### src/rtl/stereo_pkg.sv
// Shared types for the stereo column interleaver: pixel type, FSM states, half-beat pixel count.
package stereo_pkg;

  localparam int unsigned PIX_W = 8;
  localparam int unsigned PIX_N = 4;
  localparam int unsigned K     = PIX_N / 2;

  typedef logic [PIX_W-1:0] pix_t;

  typedef enum logic [1:0] {
    IDLE,
    EMIT_LO,
    EMIT_HI
  } il_state_e;

endpackage

### src/rtl/stereo_axis_fifo.sv
// Synchronous FIFO with async active-low pointer reset; one instance buffers each input view.
module stereo_axis_fifo #(
  parameter int unsigned WIDTH = 34,
  parameter int unsigned DEPTH = 4
) (
  input  logic             clk_i,
  input  logic             rst_ni,
  input  logic             wr_en_i,
  input  logic [WIDTH-1:0] wr_data_i,
  input  logic             rd_en_i,
  output logic [WIDTH-1:0] rd_data_o,
  output logic             full_o,
  output logic             empty_o
);

  localparam int unsigned AW = $clog2(DEPTH);
  localparam logic [AW:0] PTR_ONE = {{AW{1'b0}}, 1'b1};

  logic [WIDTH-1:0] mem_q [DEPTH];
  logic [AW:0]      wr_ptr_q, rd_ptr_q;
  logic             do_wr, do_rd;

  // Extra pointer MSB distinguishes full from empty when the index bits match.
  assign empty_o   = (wr_ptr_q == rd_ptr_q);
  assign full_o    = (wr_ptr_q[AW] != rd_ptr_q[AW]) &&
                     (wr_ptr_q[AW-1:0] == rd_ptr_q[AW-1:0]);
  assign do_rd     = rd_en_i && !empty_o;
  assign do_wr     = wr_en_i && (!full_o || do_rd);
  assign rd_data_o = mem_q[rd_ptr_q[AW-1:0]];

  always_ff @(posedge clk_i) begin
    if (do_wr) begin
      mem_q[wr_ptr_q[AW-1:0]] <= wr_data_i;
    end
  end

  always_ff @(posedge clk_i or negedge rst_ni) begin
    if (!rst_ni) begin
      wr_ptr_q <= '0;
      rd_ptr_q <= '0;
    end else begin
      if (do_wr) begin
        wr_ptr_q <= wr_ptr_q + PTR_ONE;
      end
      if (do_rd) begin
        rd_ptr_q <= rd_ptr_q + PTR_ONE;
      end
    end
  end

endmodule

### src/rtl/stereo_col_interleaver.sv
// Folds separate left/right gray AXI4-Stream views into one L,R,L,R column-interleaved stream.
// Optional sticky L/R sideband check enabled by defining STEREO_IL_SYNC_CHECK_EN.
module stereo_col_interleaver
  import stereo_pkg::*;
#(
  parameter int unsigned AXIS_TDATA_WIDTH = 32,
  parameter int unsigned DATA_WIDTH       = 8,
  parameter int unsigned PIX_PER_BEAT     = 4,
  parameter int unsigned FIFO_DEPTH       = 4
) (
  input  logic                        aclk,
  input  logic                        aresetn,
  input  logic [AXIS_TDATA_WIDTH-1:0] s_axis_l_tdata,
  input  logic                        s_axis_l_tvalid,
  output logic                        s_axis_l_tready,
  input  logic                        s_axis_l_tuser,
  input  logic                        s_axis_l_tlast,
  input  logic [AXIS_TDATA_WIDTH-1:0] s_axis_r_tdata,
  input  logic                        s_axis_r_tvalid,
  output logic                        s_axis_r_tready,
  input  logic                        s_axis_r_tuser,
  input  logic                        s_axis_r_tlast,
  output logic [AXIS_TDATA_WIDTH-1:0] m_axis_lr_tdata,
  output logic                        m_axis_lr_tvalid,
  input  logic                        m_axis_lr_tready,
  output logic                        m_axis_lr_tuser,
  output logic                        m_axis_lr_tlast
`ifdef STEREO_IL_SYNC_CHECK_EN
  ,
  output logic                        sync_err
`endif
);

  localparam int unsigned W    = AXIS_TDATA_WIDTH;
  localparam int unsigned HALF = PIX_PER_BEAT / 2;

  logic         rdy_q;
  logic         l_push, r_push, pop;
  logic         l_full, l_empty, r_full, r_empty;
  logic [W+1:0] l_head, r_head;
  logic [W-1:0] lo_data, hi_data;
  logic         pair_avail, out_hs;

  il_state_e    state_q;
  logic [W-1:0] tdata_q, hi_data_q;
  logic         tvalid_q, tuser_q, tlast_q, hi_last_q;

  // Holds tready low through reset and for the first edge after release.
  always_ff @(posedge aclk or negedge aresetn) begin
    if (!aresetn) begin
      rdy_q <= 1'b0;
    end else begin
      rdy_q <= 1'b1;
    end
  end

  assign s_axis_l_tready = rdy_q && !l_full;
  assign s_axis_r_tready = rdy_q && !r_full;
  assign l_push          = s_axis_l_tvalid && s_axis_l_tready;
  assign r_push          = s_axis_r_tvalid && s_axis_r_tready;

  stereo_axis_fifo #(
    .WIDTH (W + 2),
    .DEPTH (FIFO_DEPTH)
  ) u_fifo_l (
    .clk_i     (aclk),
    .rst_ni    (aresetn),
    .wr_en_i   (l_push),
    .wr_data_i ({s_axis_l_tuser, s_axis_l_tlast, s_axis_l_tdata}),
    .rd_en_i   (pop),
    .rd_data_o (l_head),
    .full_o    (l_full),
    .empty_o   (l_empty)
  );

  stereo_axis_fifo #(
    .WIDTH (W + 2),
    .DEPTH (FIFO_DEPTH)
  ) u_fifo_r (
    .clk_i     (aclk),
    .rst_ni    (aresetn),
    .wr_en_i   (r_push),
    .wr_data_i ({s_axis_r_tuser, s_axis_r_tlast, s_axis_r_tdata}),
    .rd_en_i   (pop),
    .rd_data_o (r_head),
    .full_o    (r_full),
    .empty_o   (r_empty)
  );

  assign pair_avail = !l_empty && !r_empty;
  assign out_hs     = tvalid_q && m_axis_lr_tready;
  assign pop        = pair_avail &&
                      ((state_q == IDLE) || ((state_q == EMIT_HI) && out_hs));

  always_comb begin
    lo_data = '0;
    hi_data = '0;
    for (int unsigned j = 0; j < HALF; j++) begin
      lo_data[(2*j)*DATA_WIDTH +: DATA_WIDTH]   = l_head[j*DATA_WIDTH +: DATA_WIDTH];
      lo_data[(2*j+1)*DATA_WIDTH +: DATA_WIDTH] = r_head[j*DATA_WIDTH +: DATA_WIDTH];
      hi_data[(2*j)*DATA_WIDTH +: DATA_WIDTH]   = l_head[(HALF+j)*DATA_WIDTH +: DATA_WIDTH];
      hi_data[(2*j+1)*DATA_WIDTH +: DATA_WIDTH] = r_head[(HALF+j)*DATA_WIDTH +: DATA_WIDTH];
    end
  end

  // A pop always loads LO, whether from IDLE or chained straight off the HI handshake.
  always_ff @(posedge aclk or negedge aresetn) begin
    if (!aresetn) begin
      state_q   <= IDLE;
      tvalid_q  <= 1'b0;
      tuser_q   <= 1'b0;
      tlast_q   <= 1'b0;
      tdata_q   <= '0;
      hi_data_q <= '0;
      hi_last_q <= 1'b0;
    end else if (pop) begin
      state_q   <= EMIT_LO;
      tvalid_q  <= 1'b1;
      tdata_q   <= lo_data;
      tuser_q   <= l_head[W+1];
      tlast_q   <= 1'b0;
      hi_data_q <= hi_data;
      hi_last_q <= l_head[W];
    end else begin
      case (state_q)
        EMIT_LO: begin
          if (out_hs) begin
            state_q <= EMIT_HI;
            tdata_q <= hi_data_q;
            tuser_q <= 1'b0;
            tlast_q <= hi_last_q;
          end
        end
        EMIT_HI: begin
          if (out_hs) begin
            state_q  <= IDLE;
            tvalid_q <= 1'b0;
            tuser_q  <= 1'b0;
            tlast_q  <= 1'b0;
          end
        end
        default: begin
          state_q <= IDLE;
        end
      endcase
    end
  end

  assign m_axis_lr_tdata  = tdata_q;
  assign m_axis_lr_tvalid = tvalid_q;
  assign m_axis_lr_tuser  = tuser_q;
  assign m_axis_lr_tlast  = tlast_q;

`ifdef STEREO_IL_SYNC_CHECK_EN
  logic sync_err_q;

  always_ff @(posedge aclk or negedge aresetn) begin
    if (!aresetn) begin
      sync_err_q <= 1'b0;
    end else if (pop && (l_head[W+1:W] != r_head[W+1:W])) begin
      sync_err_q <= 1'b1;
    end
  end

  assign sync_err = sync_err_q;
`else
  logic r_side_unused;
  assign r_side_unused = ^r_head[W+1:W];
`endif

endmodule

### config.mk
export PLATFORM = sky130hd
export DESIGN_NAME = stereo_col_interleaver
export DESIGN_NICKNAME = d
export VERILOG_FILES = /design/src/rtl/stereo_pkg.sv /design/src/rtl/stereo_axis_fifo.sv /design/src/rtl/stereo_col_interleaver.sv
export SDC_FILE = /design/constraint.sdc
export NUM_CORES = 1
export LEC_CHECK = 0
export CORE_MARGIN = 3
export CORE_UTILIZATION = 55
export DETAILED_ROUTE_END_ITERATION = 16
export GPL_TIMING_DRIVEN = 0
export PLACE_DENSITY = 0.76
export SETUP_SLACK_MARGIN = 0.02
export SLEW_MARGIN = 10
export SYNTH_ARGS = -nofsm -noshare
export SYNTH_HDL_FRONTEND = slang
export SYNTH_SLANG_ARGS = --single-unit
### constraint.sdc
create_clock -name aclk -period 3.9 [get_ports aclk]
set_input_delay 0.78 -clock aclk [delete_from_list [all_inputs] [get_ports aclk]]
set_output_delay 0.78 -clock aclk [all_outputs]
set_load 0.01 [all_outputs]
==> metrics.txt, run 1 <==
status finished, final reports clean; count of cell types in the netlist 33; CP Launch Type flip-flop; ys async rst share 0.239; fillcell total 1546; Tmin final 3.06 ns; IO Count 110; clk sinks 347; reg2reg start m_axis_lr_tvalid; WL/cell 22.9 um; Final setup viols 0; layout cells sized above 1 0.317; most frequent cell after synthesis edfxtp_1; most frequent cells after synthesis edfxtp_1, mux2_2, dfrtp_1; CP startpoint u_fifo_l.rd_ptr_q[1]; die area 26200 sq um; Final ANT Viol Nets 0; DP HPWL 16200 um; FF+latch area 10000 sq um; Area growth syn-to-layout 21.4%; initial antenna violation count 2; predominant post-synthesis flop cell edfxtp_1; first-pass GRT wire length 39400 um; CP required 3.12 ns; Post-synth EDFFs 264; Clock Skew 0.0183 ns; Cell Rows 56; max incr delay on CP 0.62 ns; number of CTS-inserted buffers 34; GRT Total Usage 0.198; DRT iter0 DRCs 367; via count 6330; Post-CTS Resized 0; critical path arrival 2.28 ns; Max Clock Freq 326 MHz; CP max FO 9; register-to-register path setup slack 1.40 ns; CTS Hold Buffers Added 0; slew margin rel. 0.353; pwr/cell area 809 nW/um^2; clk_lat worst skew 0.51 ns; GP Congestion 0.820; Yosys reg bits 347; R2R depth 6; Critical R2R Capture m_axis_lr_tdata[24]; Layout Nets 856; worst slew pin tran 0.971 ns; Core Box Area 23700 sq um; Synth area leader edfxtp_1; synth top area cells edfxtp_1, dfrtp_1, mux4_2, mux2_2, ha_1; RSZ-0062 raised after global routing false; Buf/Inv on CP 2; sequential share of the synthesized area 0.748; total global routing overflow 0; max-slew violations 0; clock-pin slew on the worst setup and hold paths 0.06 ns; CP Class reg2out; largest net degree at the start of global routing 60; Initial Utilization 0.565; clk buf depth 3; Tcrit/Tclk final 0.786; DRC errors left 0; top-area cell type share of the netlist area 0.593; Die Width 162 um; Fin Setup TNS 0 ns; vias per cell 5.67; cell family with most CP delay buffers and inverters; crit-path cells buf_2 -> xnor2_1 -> a31oi_1 -> clkdlybuf4s50_1; number of iterations in the first detailed-routing pass 5; Die Y 162 um; DP Area 15000 sq um; clk root buf clkbuf_16; CTS tree built; CP max-delay cell clkdlybuf4s50_1; mean post-synth cell area 21.6 sq um; number of setup buffers added after CTS 0; CP endpoint kind output port; leakage power 0.00565 uW; footprint of the multi-input gates 3180 sq um; port bufs 107; worst hold path type in2async; Clock H-tree levels 2; number of stages on the worst setup path 4; Max Cap Viol 0; vias in the first global route 6953; Syn. warnings 0; final hold vios 0; worst hold slack 0.196 ns; total wire length 25500 um; synthesized area 13400 sq um; critical path endpoint s_axis_l_tready; worst vdd rail ir drop 0.518 mV; syn_nets 704; final instance area 16200 sq um; Post-Syn Instances 618
==> worst reg2reg max path, delay by kind of cell, from the launching register on <==
kind | cells | cell delay, ns
buf+inv | 2 | 0.88
mux | 2 | 0.68
flops | 1 | 0.42
simple gates | 2 | 0.40
==> cell usage in the layout, fill, tap and decap left out, types with 2 or more instances in the layout <==
cell type	netlist	final
mux4_2	66	66
clkdlybuf4s50_1	0	106
nand2_1	8	8
xnor2_1	5	5
buf_2	3	3
buf_6	7	7
and3_2	0	4
clkbuf_8	0	5
nor3_1	3	3
clkinv_1	0	2
inv_1	7	7
a21o_1	2	2
clkbuf_16	0	37
a21oi_1	2	2
ha_1	13	13
buf_4	2	3
buf_12	0	8
bufinv_16	0	4
mux2_2	101	101
xor2_1	9	9
clkinv_2	0	4
and2_2	0	4
nor2_1	3	3
o21ai_0	2	2
dfrtp_1	83	83
edfxtp_1	264	264
clkbuf_1	16	24
==> stage by stage <==
stage,util,total power (uW),worst slack (ns),std cells
finish,0.685,13100,0.836,1116
global route,0.685,13800,0.697,1115
CTS,0.685,13300,0.789,1115
detailed placement,0.635,9840,0.504,1053
global placement,0.627,9620,-1.15,1044
floorplan,-,8330,1.44,618
==> worst min path at each step <==
stage	to	slack, ns	cells past startpoint
2_1_floorplan	u_fifo_l.wr_ptr_q[2]	0.46	1
3_3_place_gp	u_fifo_l.wr_ptr_q[2]	0.48	1
3_5_place_dp	u_fifo_r.rd_ptr_q[2]	0.48	1
4_1_cts	hi_data_q[3]	0.19	1
5_1_grt	hi_data_q[17]	0.21	1
6_report	hi_data_q[3]	0.20	1
==> power breakdown <==
group          leakage (uW)  internal [uW]  total, uW  switching [uW]
Clock              0.000581           2090       3390            1300
Combinational       0.00170           2500       4530            2030
Sequential          0.00337           4830       5200             368
Total               0.00565           9420      13100            3700
==> state kept, by name (all words and copies together) (netlist names) <==
signal / cells
hi_data_q: 32
hi_last_q: 1
m_axis_lr_tdata: 32
m_axis_lr_tlast: 1
m_axis_lr_tuser: 1
m_axis_lr_tvalid: 1
rdy_q: 1
state_q: 2
u_fifo_l.mem_q: 136
u_fifo_l.rd_ptr_q: 3
u_fifo_l.wr_ptr_q: 3
u_fifo_r.mem_q: 128
u_fifo_r.rd_ptr_q: 3
u_fifo_r.wr_ptr_q: 3
==> cell type report <==
class,count,area share
buffer,28,0.0104
clock buffer,50,0.0632
antenna,1,0.000154
clock inverter,12,0.0101
inverter,7,0.00162
tap,319,0.0246
timing repair buffer,116,0.0774
sequential,347,0.617
multi-input combinational,236,0.196
==> layer usage <==
metal,share of wire,track usage
met1,0.41,0.259
met2,0.51,0.342
met3,0.062,0.0467
met4,0.017,0.0465
met5,0.00047,0
==> cell families after synthesis <==
group	after synthesis	synth area share
mux	167	0.196
xor+xnor	14	0.00917
buf+inv	35	0.0146
compound gates	13	0.00683
fa+ha+maj	13	0.0122
simple gates	28	0.0124
other cells	1	0.000280
flops	347	0.748
(Power assumes the default switching activity.)
==> inputs of run 2 (changes only) <==
CORE_UTILIZATION = 52   (was 55)
PLACE_DENSITY = 0.75   (was 0.76)
clock period = 2.64 ns   (was 3.9 ns; I/O delays follow)
==> metrics.txt, run 2 (same netlist as run 1, synthesis figures left out) <==
CTS tree built; IO Count 110; via count 6302; clock-pin slew on the worst setup and hold paths 0.06 ns; Initial Utilization 0.529; CP Class in2reg; status finished, final reports clean; critical path arrival 2.86 ns; clk sinks 347; Die Width 166 um; DRT iter0 DRCs 528; vias in the first global route 6952; clk_lat worst skew 0.51 ns; Layout Nets 860; total wire length 25400 um; layout cells sized above 1 0.325; crit-path cells clkdlybuf4s50_1 -> and2_1 -> clkbuf_1 -> a21oi_1 -> nor3_4 -> buf_6 -> mux2_2; pwr/cell area 1180 nW/um^2; number of CTS-inserted buffers 36; Max Clock Freq 404 MHz; port bufs 107; Fin Setup TNS 0 ns; number of iterations in the first detailed-routing pass 5; CP max-delay cell nor3_4; max-slew violations 0; clk root buf clkbuf_16; CP required 3.03 ns; total global routing overflow 0; post-route setup slack 0.165 ns; largest net degree at the start of global routing 59; Final ANT Viol Nets 0; most frequent cells in the layout edfxtp_1, clkdlybuf4s50_1, mux2_2; final hold vios 0; WL/cell 22.4 um; FF+latch area 10000 sq um; GRT Total Usage 0.188; CP Launch Type input port; DRC errors left 0; vias per cell 5.58; Tcrit/Tclk final 0.938; CP max FO 10; RSZ-0062 raised after global routing false; max reg flops 136; Area growth syn-to-layout 21.3%; Final setup viols 0; footprint of the multi-input gates 3200 sq um; Tmin final 2.48 ns; GP Congestion 0.756; clk buf depth 3; die area 27700 sq um; slew margin rel. 0.394; worst vdd rail ir drop 0.689 mV; initial antenna violation count 0; max incr delay on CP 0.61 ns; most common cell after layout, fill and taps aside edfxtp_1; Core Box Area 25300 sq um; Clock H-tree levels 2; Clock Skew 0.00996 ns; DP HPWL 16400 um; Die Y 166 um; Cell Rows 58; fillcell total 1670; Util after Layout 0.642; leakage power 0.00565 uW; worst slew pin tran 0.909 ns; Max Cap Viol 0; first-pass GRT wire length 40000 um; pre-CTS setup slack -0.504 ns; worst hold path type in2async; CP endpoint kind flip-flop
[run 2: final timing paths]
check,from,endpoint,slack [ns],cells after the start
min,aresetn,hi_data_q[19],0.49,2
min reg2reg,u_fifo_r.wr_ptr_q[2],u_fifo_r.wr_ptr_q[2],0.49,1
max,m_axis_lr_tready,hi_data_q[22],0.16,7
max reg2reg,u_fifo_l.rd_ptr_q[1],hi_data_q[22],0.23,7
min in group aclk,u_fifo_r.wr_ptr_q[2],u_fifo_r.wr_ptr_q[2],0.49,1
max in group asynchronous,aresetn,m_axis_lr_tdata[23],1.51,3
[run 2: critical path: cells and delay by family]
family / cells / cell delay, ns
AND/OR/NAND/NOR: 2 / 0.76
AO/OA/AOI/OAI: 1 / 0.16
buffers and inverters: 3 / 1.04
multiplexers: 1 / 0.36
[run 2: what timing repair did]
| action | 4_1_cts | 5_1_grt |
|---|---|---|
| hold buffers | 1 | 0 |
| pin swaps | 1 | 0 |
| resized for setup | 5 | 6 |
| setup buffers | 1 | 0 |
| endpoints found under the setup margin | 2 | 20 |
| cloned | 0 | 0 |
| endpoints found under the hold margin | 25 | 0 |
[run 2: metal layers]
| layer | track usage | vias up | part of all wire |
|---|---|---|---|
| li1 | - | 2790 | - |
| met1 | 0.255 | 3283 | 0.41 |
| met2 | 0.316 | 185 | 0.50 |
| met3 | 0.0352 | 44 | 0.060 |
| met4 | 0.0534 | 0 | 0.023 |
| met5 | 0 | - | 0 |
[run 2: per-stage QoR]
step | instances | hold WS (ns) | cell area, sq um | total power [uW]
floorplan | 618 | 0.232 | 13400 | 12300
global placement | 1055 | 0.474 | 14900 | 14200
detailed placement | 1064 | 0.482 | 15100 | 14600
CTS | 1128 | 0.484 | 16200 | 19400
global route | 1128 | 0.511 | 16200 | 20200
finish | 1130 | 0.489 | 16200 | 19100
[run 2: cell type report]
type / instances / share of cell area
timing repair buffer: 118 / 0.0793
antenna: 2 / 0.000309
sequential: 347 / 0.617
inverter: 7 / 0.00162
tap: 330 / 0.0255
clock inverter: 13 / 0.00555
buffer: 28 / 0.0106
clock buffer: 49 / 0.0629
multi-input combinational: 236 / 0.197
[run 2: power breakdown]
part           internal, uW  leakage (uW)  switching, uW  total, uW
Sequential             7140       0.00337            522       7660
Clock                  2800      0.000553           1930       4730
Combinational          3710       0.00173           3020       6730
Total                 13600       0.00565           5470      19100
